`config.mk`:
```
export PLATFORM = sky130hd
export DESIGN_NAME = microcode_dispatch
export DESIGN_NICKNAME = d
export VERILOG_FILES = /design/src/rtl/dispatch_pkg.sv /design/src/rtl/dispatch_buf.sv /design/src/rtl/microcode_dispatch.sv
export SDC_FILE = /design/constraint.sdc
export NUM_CORES = 1
export LEC_CHECK = 0
export BUFFER_PORTS_ARGS = -buffer_cell sky130_fd_sc_hd__buf_2
export CAP_MARGIN = 20
export CORE_MARGIN = 3
export CORE_UTILIZATION = 40
export DETAILED_ROUTE_END_ITERATION = 12
export HOLD_SLACK_MARGIN = 0.08
export PLACE_DENSITY = 0.73
export SLEW_MARGIN = 30
export SYNTH_ARGS = -nofsm -noshare
export SYNTH_HDL_FRONTEND = slang
export SYNTH_SLANG_ARGS = --single-unit
```
`constraint.sdc`:
```
create_clock -name clk -period 2.1 [get_ports clk]
set_input_delay 0.42 -clock clk [delete_from_list [all_inputs] [get_ports clk]]
set_output_delay 0.42 -clock clk [all_outputs]
set_load 0.01 [all_outputs]
```
`src/rtl/dispatch_pkg.sv`:
```
// Shared types and constants for the microcode dispatcher.
package dispatch_pkg;

  // Default opcode width: instr[31:21].
  localparam int unsigned OPCODE_W = 11;

  // The all-ones opcode stops the dispatcher.
  localparam logic [OPCODE_W-1:0] HALT_OPCODE = '1;

  // Default watchdog limit, in WAIT_EOS cycles without eos.
  localparam int unsigned TIMEOUT_CYC = 64;

  typedef enum logic [2:0] {
    StIdle,
    StIssue,
    StWaitEos,
    StHalted,
    StError
  } state_e;

endpackage

```
`src/rtl/dispatch_buf.sv`:
```
// One-entry prefetch register with valid/ready handshake.
// A push and a pop in the same cycle leave the new word stored.
module dispatch_buf #(
  parameter int unsigned Width = 11
) (
  input  logic             clk_i,
  input  logic             rst_i,
  input  logic             push_i,
  input  logic             pop_i,
  input  logic [Width-1:0] data_i,
  output logic             ready_o,
  output logic             valid_o,
  output logic [Width-1:0] data_o
);

  logic             valid_q, valid_d;
  logic [Width-1:0] data_q, data_d;

  // Push has priority so a simultaneous pop hands the slot to the new word.
  always_comb begin
    valid_d = valid_q;
    data_d  = data_q;
    if (push_i) begin
      valid_d = 1'b1;
      data_d  = data_i;
    end else if (pop_i) begin
      valid_d = 1'b0;
    end
  end

  // Buffer state, synchronous reset to empty.
  always_ff @(posedge clk_i) begin
    if (rst_i) begin
      valid_q <= 1'b0;
      data_q  <= '0;
    end else begin
      valid_q <= valid_d;
      data_q  <= data_d;
    end
  end

  assign ready_o = !valid_q || pop_i;
  assign valid_o = valid_q;
  assign data_o  = data_q;

endmodule

```
`src/rtl/microcode_dispatch.sv`:
```
// Feeds instruction opcodes to a microcode sequencer one segment at a time,
// with a watchdog on end-of-segment and a sticky halt opcode.
module microcode_dispatch #(
  parameter int unsigned OPCODE_W    = dispatch_pkg::OPCODE_W,
  parameter int unsigned TIMEOUT_CYC = dispatch_pkg::TIMEOUT_CYC,
  parameter int unsigned CNT_W       = 16
) (
  input  logic                clk,
  input  logic                rst,
  input  logic                instr_valid,
  input  logic [31:0]         instr,
  output logic                instr_ready,
  output logic [OPCODE_W-1:0] opcode,
  output logic                sos,
  input  logic                eos,
  output logic                busy,
  output logic                halted,
  output logic                err_timeout,
  output logic [CNT_W-1:0]    retired
);

  import dispatch_pkg::*;

  // Same value as HALT_OPCODE, sized to this instance's opcode width.
  localparam logic [OPCODE_W-1:0] HaltOp = '1;

  localparam int unsigned      WdW    = $clog2(TIMEOUT_CYC + 1);
  localparam logic [WdW-1:0]   WdLast = WdW'(TIMEOUT_CYC - 1);

  state_e state_q, state_d;

  logic                buf_ready, buf_valid, buf_pop, buf_push;
  logic [OPCODE_W-1:0] buf_op;
  logic                buf_is_halt, terminal, issue, retire;

  logic [OPCODE_W-1:0] opcode_q, opcode_d;
  logic                sos_q, sos_d;
  logic                busy_q, busy_d;
  logic                halted_q, halted_d;
  logic                err_q, err_d;
  logic [CNT_W-1:0]    retired_q, retired_d;
  logic [WdW-1:0]      wdog_q, wdog_d;

  // Only the opcode field is kept; the operand bits are not needed here.
  logic unused_instr_bits;
  assign unused_instr_bits = ^instr[31-OPCODE_W:0];

  assign terminal    = (state_q == StHalted) || (state_q == StError);
  assign instr_ready = buf_ready && !terminal;
  assign buf_push    = instr_valid && instr_ready;
  assign buf_is_halt = (buf_op == HaltOp);

  dispatch_buf #(
    .Width (OPCODE_W)
  ) u_buf (
    .clk_i   (clk),
    .rst_i   (rst),
    .push_i  (buf_push),
    .pop_i   (buf_pop),
    .data_i  (instr[31 -: OPCODE_W]),
    .ready_o (buf_ready),
    .valid_o (buf_valid),
    .data_o  (buf_op)
  );

  // State and all registered outputs.
  always_ff @(posedge clk) begin
    if (rst) begin
      state_q   <= StIdle;
      opcode_q  <= '0;
      sos_q     <= 1'b0;
      busy_q    <= 1'b0;
      halted_q  <= 1'b0;
      err_q     <= 1'b0;
      retired_q <= '0;
      wdog_q    <= '0;
    end else begin
      state_q   <= state_d;
      opcode_q  <= opcode_d;
      sos_q     <= sos_d;
      busy_q    <= busy_d;
      halted_q  <= halted_d;
      err_q     <= err_d;
      retired_q <= retired_d;
      wdog_q    <= wdog_d;
    end
  end

  // Next state, buffer pop and retire decisions.
  always_comb begin
    state_d = state_q;
    buf_pop = 1'b0;
    retire  = 1'b0;
    unique case (state_q)
      StIdle: begin
        if (buf_valid) begin
          buf_pop = 1'b1;
          state_d = buf_is_halt ? StHalted : StIssue;
        end
      end
      StIssue: state_d = StWaitEos;
      StWaitEos: begin
        // eos beats a watchdog expiry landing in the same cycle.
        if (eos) begin
          retire = 1'b1;
          if (buf_valid) begin
            buf_pop = 1'b1;
            state_d = buf_is_halt ? StHalted : StIssue;
          end else begin
            state_d = StIdle;
          end
        end else if (wdog_q == WdLast) begin
          state_d = StError;
        end
      end
      StHalted, StError: state_d = state_q;
      default: state_d = StIdle;
    endcase
  end

  // Next values of the registered outputs and the watchdog.
  always_comb begin
    issue     = buf_pop && !buf_is_halt;
    opcode_d  = issue ? buf_op : opcode_q;
    sos_d     = issue;
    busy_d    = (state_d == StIssue) || (state_d == StWaitEos);
    halted_d  = (state_d == StHalted);
    err_d     = (state_d == StError);
    retired_d = retire ? retired_q + CNT_W'(1) : retired_q;
    // Held at zero outside WAIT_EOS so every segment starts a fresh count.
    wdog_d    = (state_q == StWaitEos && !eos) ? wdog_q + WdW'(1) : '0;
  end

  assign opcode      = opcode_q;
  assign sos         = sos_q;
  assign busy        = busy_q;
  assign halted      = halted_q;
  assign err_timeout = err_q;
  assign retired     = retired_q;

endmodule
```
---- Yosys cells after proc, flatten, opt, wreduce, memory -nomap -nowiden ----
Cells that the tools add are included.
word-level totals
  register bits ........................... 53
  memories kept ........................... 0
  output and inout port bits .............. 32
  word-level logic and storage cells ...... 51
  bits in latches ......................... 0
  bits of input ports ..................... 36
  memory bits (read-only) ................. 0
  RAM bits ................................ 0
cells by class
  divide/modulo/power cells ............... 0
  equality and inequality tests ........... 10
  muxes and demuxes ....................... 13
  add/sub/neg operators ................... 2
  bitwise logic cells ..................... 1
  reduce and logical (&&, ||, !) cells .... 15
  $mul .................................... 0
  shifts and indexed selects .............. 0
  magnitude comparators ................... 0
operator list
  cell                                                 number
  adder 16 x 1 -> 16 bit, second input constant        1
  equality test 3 x 2 -> 1 bit, second input constant  4
  one-hot mux 3 bit (4 select lines)                   1
  equality test 11 bit, second input constant          1
  two-way mux 3 bit                                    3
  adder 7 x 1 -> 7 bit, second input constant          1
  equality test 7 x 6 -> 1 bit, second input constant  1
  equality test 3 x 1 -> 1 bit, second input constant  2
  equality test 3 bit, second input constant           2
  two-way mux 1 bit                                    6
  logical AND 1 bit                                    4
  zero test 1 bit                                      4
  two-way mux 2 bit                                    2
  OR reduction 2 bit                                   2
  zero test 3 bit                                      1
  logical OR 1 bit                                     3
  one-hot mux 1 bit (2 select lines)                   1
  nonzero test 2 bit                                   1
  NOT 1 bit                                            1

---- Depth between registers and ports, before layout ----
Gate-level depths: netlist of the first run.
  depth in word-level cells ............... 7
  mapped depth ............................ 6
  depth with buffers taken out ............ 5

---- Cells and area by module ----
From an unflattened synthesis of the first run, not the netlist that was laid out.
unflattened totals
  cell total of the unflattened synthesis .. 244
  area total of the unflattened synthesis .. 2168.3 sq um
modules (own cells, without submodules)
  module              cells an instance  times used  seq. area each (sq um)  area each (sq um)
  microcode_dispatch  205                1           820.8                   1745.4
  dispatch_buf        39                 1           240.2                   422.9

---- Worst setup path before layout of the first run ----
Ideal clock, no wire load.
  kind .................................... reg-to-reg
  start point ............................. reg retired_q[3] (netlist: retired[3])
  end point ............................... reg retired_q[15] (netlist: retired[15])
  path slack .............................. 0.517 ns
  cell stages (with the launch flop) ...... 5
  period minus slack after synthesis ...... 1.583 ns
  buffers on the path ..................... 0
  arrival time ............................ 1.513 ns
  path through ............................ dfxtp_1 > and4_1 > nand3_2 > or4_1 > a21oi_1
between the ends
  word-level cells in the longest chain between the ends .. 1
ends and longest elaborated chain
  what                      line                       text
  start: declaration        microcode_dispatch.sv:41   logic [CNT_W-1:0] retired_q, retired_d;
  start signal: assignment  microcode_dispatch.sv:84   retired_q <= retired_d;
  adder 16 x 1 -> 16 bit    microcode_dispatch.sv:129  retired_d = retire ? retired_q + CNT_W'(1) : retired_q;
Every way passes these cells.
A chain may end at the register's enable or synchronous reset.

---- Worst setup path after layout of the first run ----
  start point ............................. reg state_q[1]
  end point ............................... out instr_ready
between the ends
  word-level cells in the longest chain between the ends .. 4
  elaborated cells between the ends (all ways) .. 9
ends and longest elaborated chain
  what                                                                           line                                                text
  start: declaration                                                             microcode_dispatch.sv:30                            state_e state_q, state_d;
  start signal: assignment                                                       microcode_dispatch.sv:69                            state_q <= StIdle;
  start signal: assignment                                                       microcode_dispatch.sv:78                            state_q <= state_d;
  equality test 3 x 2 -> 1 bit (tied with other cells)                           microcode_dispatch.sv:94                            unique case (state_q)
  one-hot mux 1 bit (2 select lines) / logical OR 1 bit (equally long branches)  microcode_dispatch.sv:94, microcode_dispatch.sv:48
  logical OR 1 bit / zero test 1 bit (equally long branches)                     dispatch_buf.sv:42, microcode_dispatch.sv:49
  logical AND 1 bit (*)                                                          microcode_dispatch.sv:49                            assign instr_ready = buf_ready && !terminal;
  end: declaration                                                               microcode_dispatch.sv:12                            output logic instr_ready,
Mark *: on every way between the ends. The rest lies on a longest branch, timed or not.

==> results of run 1 <==
-- cell usage after synthesis --
master / number / share of area, %
nand2b_1: 25 / 6.8
xnor2_1: 2 / 0.76
a21boi_0: 1 / 0.33
clkbuf_1: 11 / 1.8
buf_2: 2 / 0.44
xor2_1: 8 / 3.0
and4_1: 3 / 1.1
nor4_1: 1 / 0.27
nor2b_1: 2 / 0.54
nand2_1: 10 / 1.6
or3_1: 7 / 1.9
o31ai_1: 4 / 1.3
a41oi_1: 1 / 0.38
and2b_1: 1 / 0.33
and3_1: 5 / 1.4
nor3_1: 7 / 1.5
nand2_2: 1 / 0.27
nand3_1: 18 / 3.9
a221oi_1: 1 / 0.38
nand3_2: 1 / 0.44
or4_1: 4 / 1.3
nand4_1: 7 / 1.9
dfxtp_1: 53 / 46
nor2_1: 15 / 2.4
o32a_1: 1 / 0.44
and2_1: 1 / 0.27
buf_4: 1 / 0.33
o41ai_1: 1 / 0.38
nand3_4: 1 / 0.76
a21oi_1: 22 / 4.8
ha_1: 2 / 1.1
o21bai_1: 1 / 0.33
buf_6: 1 / 0.49
and4bb_1: 1 / 0.54
inv_1: 3 / 0.49
or4b_1: 1 / 0.44
o21ai_0: 19 / 4.1
mux2i_1: 12 / 5.2
-- cell usage in the layout (no fill, tap or decap), types with 4 or more instances in the layout --
| master | count |
|---|---|
| o21ai_0 | 19 |
| dfxtp_1 | 53 |
| nand4_1 | 7 |
| clkbuf_8 | 5 |
| xor2_1 | 8 |
| o31ai_1 | 4 |
| nor3_1 | 6 |
| mux2i_1 | 12 |
| a21oi_1 | 22 |
| or3_1 | 7 |
| nor2_1 | 15 |
| buf_4 | 6 |
| buf_2 | 46 |
| nand2_1 | 10 |
| or4_1 | 4 |
| and3_1 | 5 |
| nand2b_1 | 25 |
| nand3_1 | 18 |
-- power groups by stage --
stage          logic, mW  registers [mW]  clock network, mW
2_1_floorplan     0.0759            1.07                  0
3_3_place_gp       0.108            1.07                  0
3_5_place_dp       0.110            1.07                  0
4_1_cts            0.111            1.05              0.717
5_1_grt            0.125            1.05              0.745
6_report           0.110            1.05              0.694
-- flip-flops by register name, indices dropped and copies added, names as in the netlist --
name,cells
retired,16
opcode,11
u_buf.data_o,11
state_q,3
wdog_q,7
err_timeout,1
u_buf.valid_o,1
halted,1
busy,1
sos,1
-- layout make-up --
type | instances | area, sq um
repair buffers | 52 | 275
flip-flops and latches | 53 | 1060
inverters | 3 | 11.3
clock inverters | 2 | 38.8
clock buffers | 6 | 72.6
fillers | 530 | 2620
well taps | 70 | 87.6
multi-input cells | 186 | 1170
-- path summary, 6_finish.rpt --
| path | startpoint | end | depth (start not counted) | slack, ns |
|---|---|---|---|---|
| worst min register to register | wdog_q[0] | wdog_q[0] | 1 | 0.47 |
| worst max register to register | state_q[0] | retired[9] | 4 | 0.26 |
| worst max-delay path | state_q[1] | instr_ready | 4 | 0.20 |
| worst min-delay path | instr[21] | u_buf.data_o[0] | 3 | 0.36 |
-- critical path, delay by kind of cell, from the launching register on --
family,cells,cell delay (ns)
AND/OR/NAND/NOR,2,0.47
flip-flops,1,0.46
AO/OA/AOI/OAI,1,0.11
buffers and inverters,1,0.13
-- per-layer routing --
layer  global-route usage [%]  part of all wire, %  vias up
met2                     24.8                   48       34
met3                     3.40                  3.8        8
li1                         -                    -      996
met5                        0                    0        -
met1                     19.7                   46      930
met4                     6.98                  1.7        0
-- per-stage QoR --
stage / std cells / hold WS (ns)
finish: 372 / 0.364
floorplan: 257 / 0.418
global route: 372 / 0.378
detailed placement: 364 / 0.460
CTS: 372 / 0.362
global placement: 364 / 0.433
-- kinds of logic after synthesis --
| group | count (synthesis) | synth area share (%) |
|---|---|---|
| simple gates | 111 | 27.8 |
| flops | 53 | 46.1 |
| compound gates | 51 | 12.5 |
| buf+inv | 18 | 3.53 |
| mux | 12 | 5.22 |
| xor+xnor | 10 | 3.81 |
| fa+ha+maj | 2 | 1.09 |
-- timing repair --
action,CTS,global route
cloned,0,0
setup endpoints to repair,1,1
gates resized for setup,1,1
buffers inserted,0,0
==> impl_metrics.csv, run 1 <==
group,metric,value,unit
setup_path,crit_arrival,1.48,ns
grt,grt_pass1_vias,1812,
logic_synthesis,synthCells,257,
sta,min_period_over_period,90.3,%
finish,fin_util,50.9,%
sta,rsz0062_at_grt,"no",
run,drv_cap,0,
setup_path,critPathKind,"flip-flop to output port",
clocking,ctsHoldBuffers,0,
detailed_routing,num_vias,1968,
setup_path,crit_path_max_incr_delay,0.46,ns
setup_path,worstPathRequired,1.68,ns
status,status,"finished clean",
finish,fin_nets,339,
floorplan,die_h,81.8,um
placed_design,place_area,0.00259,sq mm
finish,drive_gt1_share,21.2,%
logic_synthesis,synth_warnings,0,
logic_synthesis,yosysUniqueCellTypes,38,
power_and_ir_drop,p_seq_share,56.6,%
placed_design,hpwl,3460,um
setup_path,crit_chain,"nor2b_4 > o21ai_0 > and3_1 > buf_2",
power_and_ir_drop,peakVddDrop,0.288,mV
grt,grt_max_degree,34,
grt,grt_pass1_wl,8040,um
clocking,path_clk_slew,0.09,ns
clocking,cts_sinks,53,
power_and_ir_drop,power,1.85,mW
power_and_ir_drop,pwr-share-comb,6.0,%
setup_path,slowest_stage,"dfxtp_1",
setup_path,cp_max_fo,8,
hold_path,hp-class,"input pin to flip-flop",
detailed_routing,first_pass_iters,4,
power_and_ir_drop,p_leak,1.09,nW
placed_design,portBuffers,46,
clocking,clockBufferDepth,2,
power_and_ir_drop,switching_power,414,uW
clocking,htree_levels,2,
clocking,cts_tree,"built",
floorplan,ios,68,
floorplan,core-area,0.00534,sq mm
detailed_routing,drtIter0Drc,103,
grt,antenna_found_initial,0,
power_and_ir_drop,p_sw_share,22.4,%
sta,slew_headroom,57.4,%
clocking,cts_made_buffers,5,
sta,finalSetupTns,0,ns
detailed_routing,route.detailed.drc,0,
detailed_routing,ant_nets,0,
clocking,clk_latency,0.31,ns
power_and_ir_drop,clockPowerShare,37.5,%
placed_design,gp_congestion,0.787,
sta,setup_ws,0.203,ns
logic_synthesis,synth_nets,295,
finish,insertedDiodeCount,0,
sta,fin_skew,0.00751,ns
power_and_ir_drop,power_density,681,mW/mm^2
placed_design,place_ws,0.194,ns
floorplan,die-width,81.8,um
sta,setup_viol,0,
logic_synthesis,synthesis.area,0.00230,sq mm
floorplan,initial_core_util,43.1,%
floorplan,fp.dieArea,0.00670,sq mm
grt,grt_overflow,0,
detailed_routing,routed_wl,4780,um
logic_synthesis,avgSynthCellArea,8.95,sq um
sta,hold_viol,0,
setup_path,startpoint_type,"flip-flop",
sta,worstMarginPinSlew,0.638,ns
finish,syn2layout_area_growth,18.1,%
detailed_routing,wire_per_inst,12.9,um
clocking,cts_root_buffer,"clkbuf_8",
sta,slew_viol_final,0,
logic_synthesis,ys_ff_latch,53,
sta,fmax,527,MHz
power_and_ir_drop,p_int,1.44,mW
grt,track_usage,15.4,%
setup_path,cp-end-kind,"output port",
finish,final_area,0.00272,sq mm
logic_synthesis,yosysSeqAreaShare,46.1,%
detailed_routing,viasPerCell,5.29,
sta,fin_crit,1.90,ns
floorplan,rows,26,
Power figures use the tool's default switching activity.
==> run 2, diff against run 1 <==
Settings changed: CORE_ASPECT_RATIO from default to 0.75.
==> impl_metrics.csv, run 2 (synthesis results as in run 1) <==
group,metric,value,unit
detailed_routing,routed_wl,4740,um
grt,antenna_found_initial,0,
clocking,clockBufferDepth,2,
floorplan,die-width,93.6,um
grt,grt_pass1_wl,8240,um
grt,grt_overflow,0,
clocking,clk_latency,0.30,ns
floorplan,die_h,71.7,um
setup_path,cp-end-kind,"output port",
setup_path,critPathKind,"flip-flop to output port",
setup_path,crit_arrival,1.46,ns
grt,grt_util_met2,24.6,%
placed_design,hpwl,3400,um
setup_path,crit_chain,"nor2b_4 > o21ai_0 > and3_1 > buf_2",
finish,final_common_cell,"dfxtp_1",
setup_path,slowest_stage,"dfxtp_1",
detailed_routing,num_vias,1929,
clocking,htree_levels,2,
sta,slew_headroom,55.2,%
placed_design,place_ws,0.158,ns
status,status,"finished clean",
clocking,cts_tree,"built",
floorplan,fp.dieArea,0.00671,sq mm
grt,grt_max_degree,40,
sta,min_period_over_period,89.6,%
sta,worstMarginPinSlew,0.668,ns
sta,rsz0062_at_grt,"no",
finish,final_cell_mix,"dfxtp_1, buf_2, nand2b_1",
run,drv_cap,0,
grt,grt_pass1_vias,1803,
setup_path,worstPathRequired,1.68,ns
detailed_routing,viasPerCell,5.17,
placed_design,gp_congestion,0.785,
clocking,cts_made_buffers,5,
setup_path,crit_path_max_incr_delay,0.43,ns
grt,track_usage,15.1,%
floorplan,initial_core_util,42.3,%
clocking,ctsHoldBuffers,0,
grt,grt_use_met1,20.3,%
sta,finalSetupTns,0,ns
sta,fin_skew,0.00731,ns
finish,fin_cells,373,
floorplan,rows,23,
grt,grt-busiest-layer,"met2",
sta,setup_viol,0,
detailed_routing,wire_per_inst,12.7,um
floorplan,ios,68,
hold_path,hp-class,"input pin to flip-flop",
grt,met3_usage,3.67,%
placed_design,portBuffers,46,
detailed_routing,drtIter0Drc,112,
sta,fin_crit,1.88,ns
clocking,path_clk_slew,0.08,ns
finish,drive_gt1_share,20.1,%
placed_design,dp.cells,366,
detailed_routing,first_pass_iters,4,
finish,nFillCells,528,
power_and_ir_drop,power_density,644,mW/mm^2
power_and_ir_drop,p_leak,1.06,nW
sta,setup_ws,0.217,ns
setup_path,cp_max_fo,9,
floorplan,core-area,0.00544,sq mm
power_and_ir_drop,peakVddDrop,0.310,mV
sta,hold_viol,0,
detailed_routing,route.detailed.drc,0,
setup_path,startpoint_type,"flip-flop",
clocking,cts_sinks,53,
detailed_routing,ant_nets,0,
finish,fin_nets,336,
setup_path,cp_top_family,"simple AND/OR/NAND/NOR gates",
sta,fmax,531,MHz
finish,insertedDiodeCount,0,
finish,largest_reg_flops,16,
finish,syn2layout_area_growth,16.3,%
clocking,cts_root_buffer,"clkbuf_8",
sta,slew_viol_final,0,
setup_path,crit_buf_inv,1,
## run 2: cell count changes in the layout (fill, tap and decap cells not counted), sizes merged
| cell | change |
|---|---|
| buf | -3 |
| bufinv | -1 |
| clkbuf | +1 |
| clkinv | -1 |
## run 2: final timing paths
check | from | endpoint | slack [ns] | cells after the start
worst max-delay path | state_q[1] | instr_ready | 0.22 | 4
worst min-delay path | instr[24] | u_buf.data_o[3] | 0.37 | 3
worst max register to register | state_q[2] | u_buf.data_o[10] | 0.26 | 4
worst min register to register | wdog_q[0] | wdog_q[0] | 0.46 | 1
## run 2: area by class of cell
cell class,count,area [sq um],area share (%)
repair buffers,49,253,9.44
flip-flops and latches,53,1060,39.6
well taps,75,93.8,3.51
multi-input cells,186,1170,43.8
inverters,3,11.3,0.421
clock buffers,7,86.3,3.23
## run 2: worst reg2reg max path: cells and delay by family (launching register included)
family        cells  cell delay, ns
buf+inv           1            0.14
mux               1            0.28
flops             1            0.56
simple gates      2            0.79
## run 2: timing repair
item | in CTS | in global routing
endpoints found under the setup margin | 1 | 1
gates resized for setup | 1 | 1
setup buffers | 0 | 0
## run 2: power by group
group,switching (mW),internal (mW),total (mW)
clock network,0.304,0.262,0.566
logic,0.0609,0.0504,0.111
registers,0.0194,1.03,1.05
total,0.384,1.34,1.72
## run 2: metrics by stage
| stage | power (mW) | util, % | hold slack, ns | cell area (sq um) |
|---|---|---|---|---|
| 6_report | 1.72 | 49.2 | 0.374 | 2680 |
| 4_1_cts | 1.74 | 49.1 | 0.367 | 2670 |
| 3_3_place_gp | 1.18 | 47.4 | 0.437 | 2580 |
| 2_1_floorplan | 1.14 | - | 0.418 | 2300 |
| 3_5_place_dp | 1.18 | 47.5 | 0.448 | 2580 |
| 5_1_grt | 1.81 | 49.2 | 0.381 | 2680 |
## run 2: routing by layer
| metal | share of wire [%] | vias up | wire [um] |
|---|---|---|---|
| li1 | - | 994 | - |
| met1 | 47 | 880 | 2220 |
| met2 | 46 | 48 | 2190 |
| met3 | 5.8 | 7 | 273 |
| met4 | 1.1 | 0 | 52 |
| met5 | 0 | - | 0 |
==> run 3, diff against run 2 <==
Settings changed: ABC_AREA from default to 1.
==> impl_metrics.csv, run 3 <==
group,metric,value,unit
power_and_ir_drop,peakVddDrop,0.300,mV
clocking,cts_root_buffer,"clkbuf_8",
sta,fin_crit,1.95,ns
finish,final_cell_mix,"nand2_1, dfxtp_1, buf_2",
logic_synthesis,yosysMostFrequentCell,"nand2_1",
clocking,htree_levels,2,
setup_path,startpoint_type,"flip-flop",
placed_design,gp_congestion,0.859,
floorplan,ios,68,
detailed_routing,first_pass_iters,4,
finish,fin_util,50.2,%
logic_synthesis,synthesis.area,0.00233,sq mm
placed_design,place_area,0.00266,sq mm
logic_synthesis,avgSynthCellArea,7.35,sq um
status,status,"finished clean",
floorplan,die-width,94.1,um
setup_path,crit_arrival,1.53,ns
floorplan,die_h,72.1,um
logic_synthesis,synth_top_area_share,45.6,%
detailed_routing,ant_nets,0,
clocking,clockBufferDepth,2,
finish,final_area,0.00276,sq mm
logic_synthesis,yosysSeqAreaShare,45.6,%
logic_synthesis,ys_ff_latch,53,
logic_synthesis,ys_top_cells_by_count,"nand2_1, dfxtp_1, nor2_1",
finish,fin_nets,408,
detailed_routing,wire_per_inst,11.4,um
finish,final_common_cell,"nand2_1",
clocking,ctsHoldBuffers,0,
grt,grt_max_degree,20,
logic_synthesis,synth.top_cells.by_area,"dfxtp_1, nand2_1, a21oi_1, nor2_1, inv_1",
setup_path,ff2ff_path_depth,8,
sta,worstMarginPinSlew,0.390,ns
placed_design,hpwl,3830,um
placed_design,portBuffers,46,
grt,grt_pass1_wl,8390,um
hold_path,hold_depth,3,
detailed_routing,num_vias,2162,
clocking,clk_latency,0.31,ns
sta,fin_skew,0.0102,ns
detailed_routing,drtIter0Drc,146,
clocking,cts_sinks,53,
logic_synthesis,synthCells,317,
sta,setup_viol,0,
grt,grt_pass1_vias,1881,
grt,track_usage,15.6,%
detailed_routing,routed_wl,5070,um
clocking,path_clk_slew,0.10,ns
run,drv_cap,0,
logic_synthesis,yosysUniqueCellTypes,31,
grt,grt_overflow,0,
setup_path,worstPathRequired,1.68,ns
finish,largest_reg_flops,16,
setup_path,cp_max_fo,5,
sta,slew_viol_final,0,
finish,insertedDiodeCount,0,
clocking,cts_made_buffers,5,
logic_synthesis,synth_ff_type,"dfxtp_1",
sta,finalSetupTns,0,ns
logic_synthesis,synth_async_sr_flop_share,0,%
setup_path,critPathKind,"flip-flop to output port",
floorplan,rows,23,
power_and_ir_drop,power_density,656,mW/mm^2
sta,fmax,513,MHz
hold_path,hp-class,"input pin to flip-flop",
logic_synthesis,yosys.area.top_type,"dfxtp_1",
floorplan,fp.dieArea,0.00678,sq mm
sta,min_period_over_period,92.9,%
logic_synthesis,synth_warnings,0,
detailed_routing,route.detailed.drc,0,
sta,rsz0062_at_grt,"no",
logic_synthesis,synth_nets,355,
power_and_ir_drop,p_leak,1.16,nW
logic_synthesis,synth_edf_count,0,
finish,syn2layout_area_growth,18.5,%
floorplan,core-area,0.00550,sq mm
detailed_routing,viasPerCell,4.85,
finish,drive_gt1_share,19.9,%
floorplan,initial_core_util,42.4,%
grt,antenna_found_initial,0,
setup_path,cp-end-kind,"output port",
clocking,cts_tree,"built",
sta,slew_headroom,73.9,%
sta,hold_viol,0,
run 3: cell types whose count changed in the layout (fill, tap and decap cells not counted), sizes merged, moves of 12 or more:
cell	delta
nand2	+47
nor2	+33
nand2b	-25
inv	+36
mux2i	-12
a21oi	+13
run 3: routing by layer:
metal / wire [um] / GRT usage, %
met5: 0 / 0
met4: 23 / 5.61
met3: 306 / 3.83
met2: 2310 / 25.2
met1: 2420 / 20.3
run 3: worst paths after layout:
path	from	slack, ns	to
min	instr[23]	0.37	u_buf.data_o[2]
max reg2reg	retired[1]	0.44	retired[12]
min reg2reg	wdog_q[0]	0.46	wdog_q[0]
max	state_q[2]	0.15	instr_ready
run 3: cells by family after synthesis:
group | synth area share [%]
buffers and inverters | 8.27
AOI/OAI and AO/OA | 16.7
adders and majority gates | 1.07
xor gates and xnor gates | 0.376
DFF | 45.6
and+or+nand+nor | 28.0
run 3: final cells by class:
type | instances | area, sq um
Clock buffer | 5 | 68.8
Clock inverter | 3 | 21.3
Fill cell | 545 | 2740
Inverter | 40 | 150
Multi-Input combinational cell | 217 | 1080
Sequential cell | 53 | 1060
Tap cell | 75 | 93.8
Timing Repair Buffer | 53 | 283
run 3: per-stage QoR:
| step | instances | setup slack [ns] | total power, mW | hold slack (ns) |
|---|---|---|---|---|
| 3_5_place_dp | 438 | 0.391 | 1.26 | 0.436 |
| 6_report | 446 | 0.149 | 1.81 | 0.371 |
| 5_1_grt | 446 | 0.0126 | 1.90 | 0.376 |
| 4_1_cts | 446 | 0.122 | 1.83 | 0.362 |
| 2_1_floorplan | 317 | 0.586 | 1.19 | 0.418 |
| 3_3_place_gp | 438 | 0.434 | 1.25 | 0.433 |
run 3: critical path: stages (launching register included):
cell and delay, ns:
dfxtp_1 0.36, inv_1 0.10, nand2_1 0.10, nor2_4 0.13, nor2_1 0.07, nand2_1 0.11, nand2_1 0.06, inv_1 0.13
buf_2 0.16
run 3: repair_timing:
action                     in CTS  in global routing
setup buffers                   0                  0
setup endpoints to repair       0                  1
gates resized for setup         0                  2
run 3: where the power goes:
group          switching [mW]  leakage, nW  internal, mW  total, mW
clock network           0.339       0.0445         0.237      0.576
registers              0.0257        0.433          1.04       1.07
logic                  0.0975        0.686        0.0669      0.164
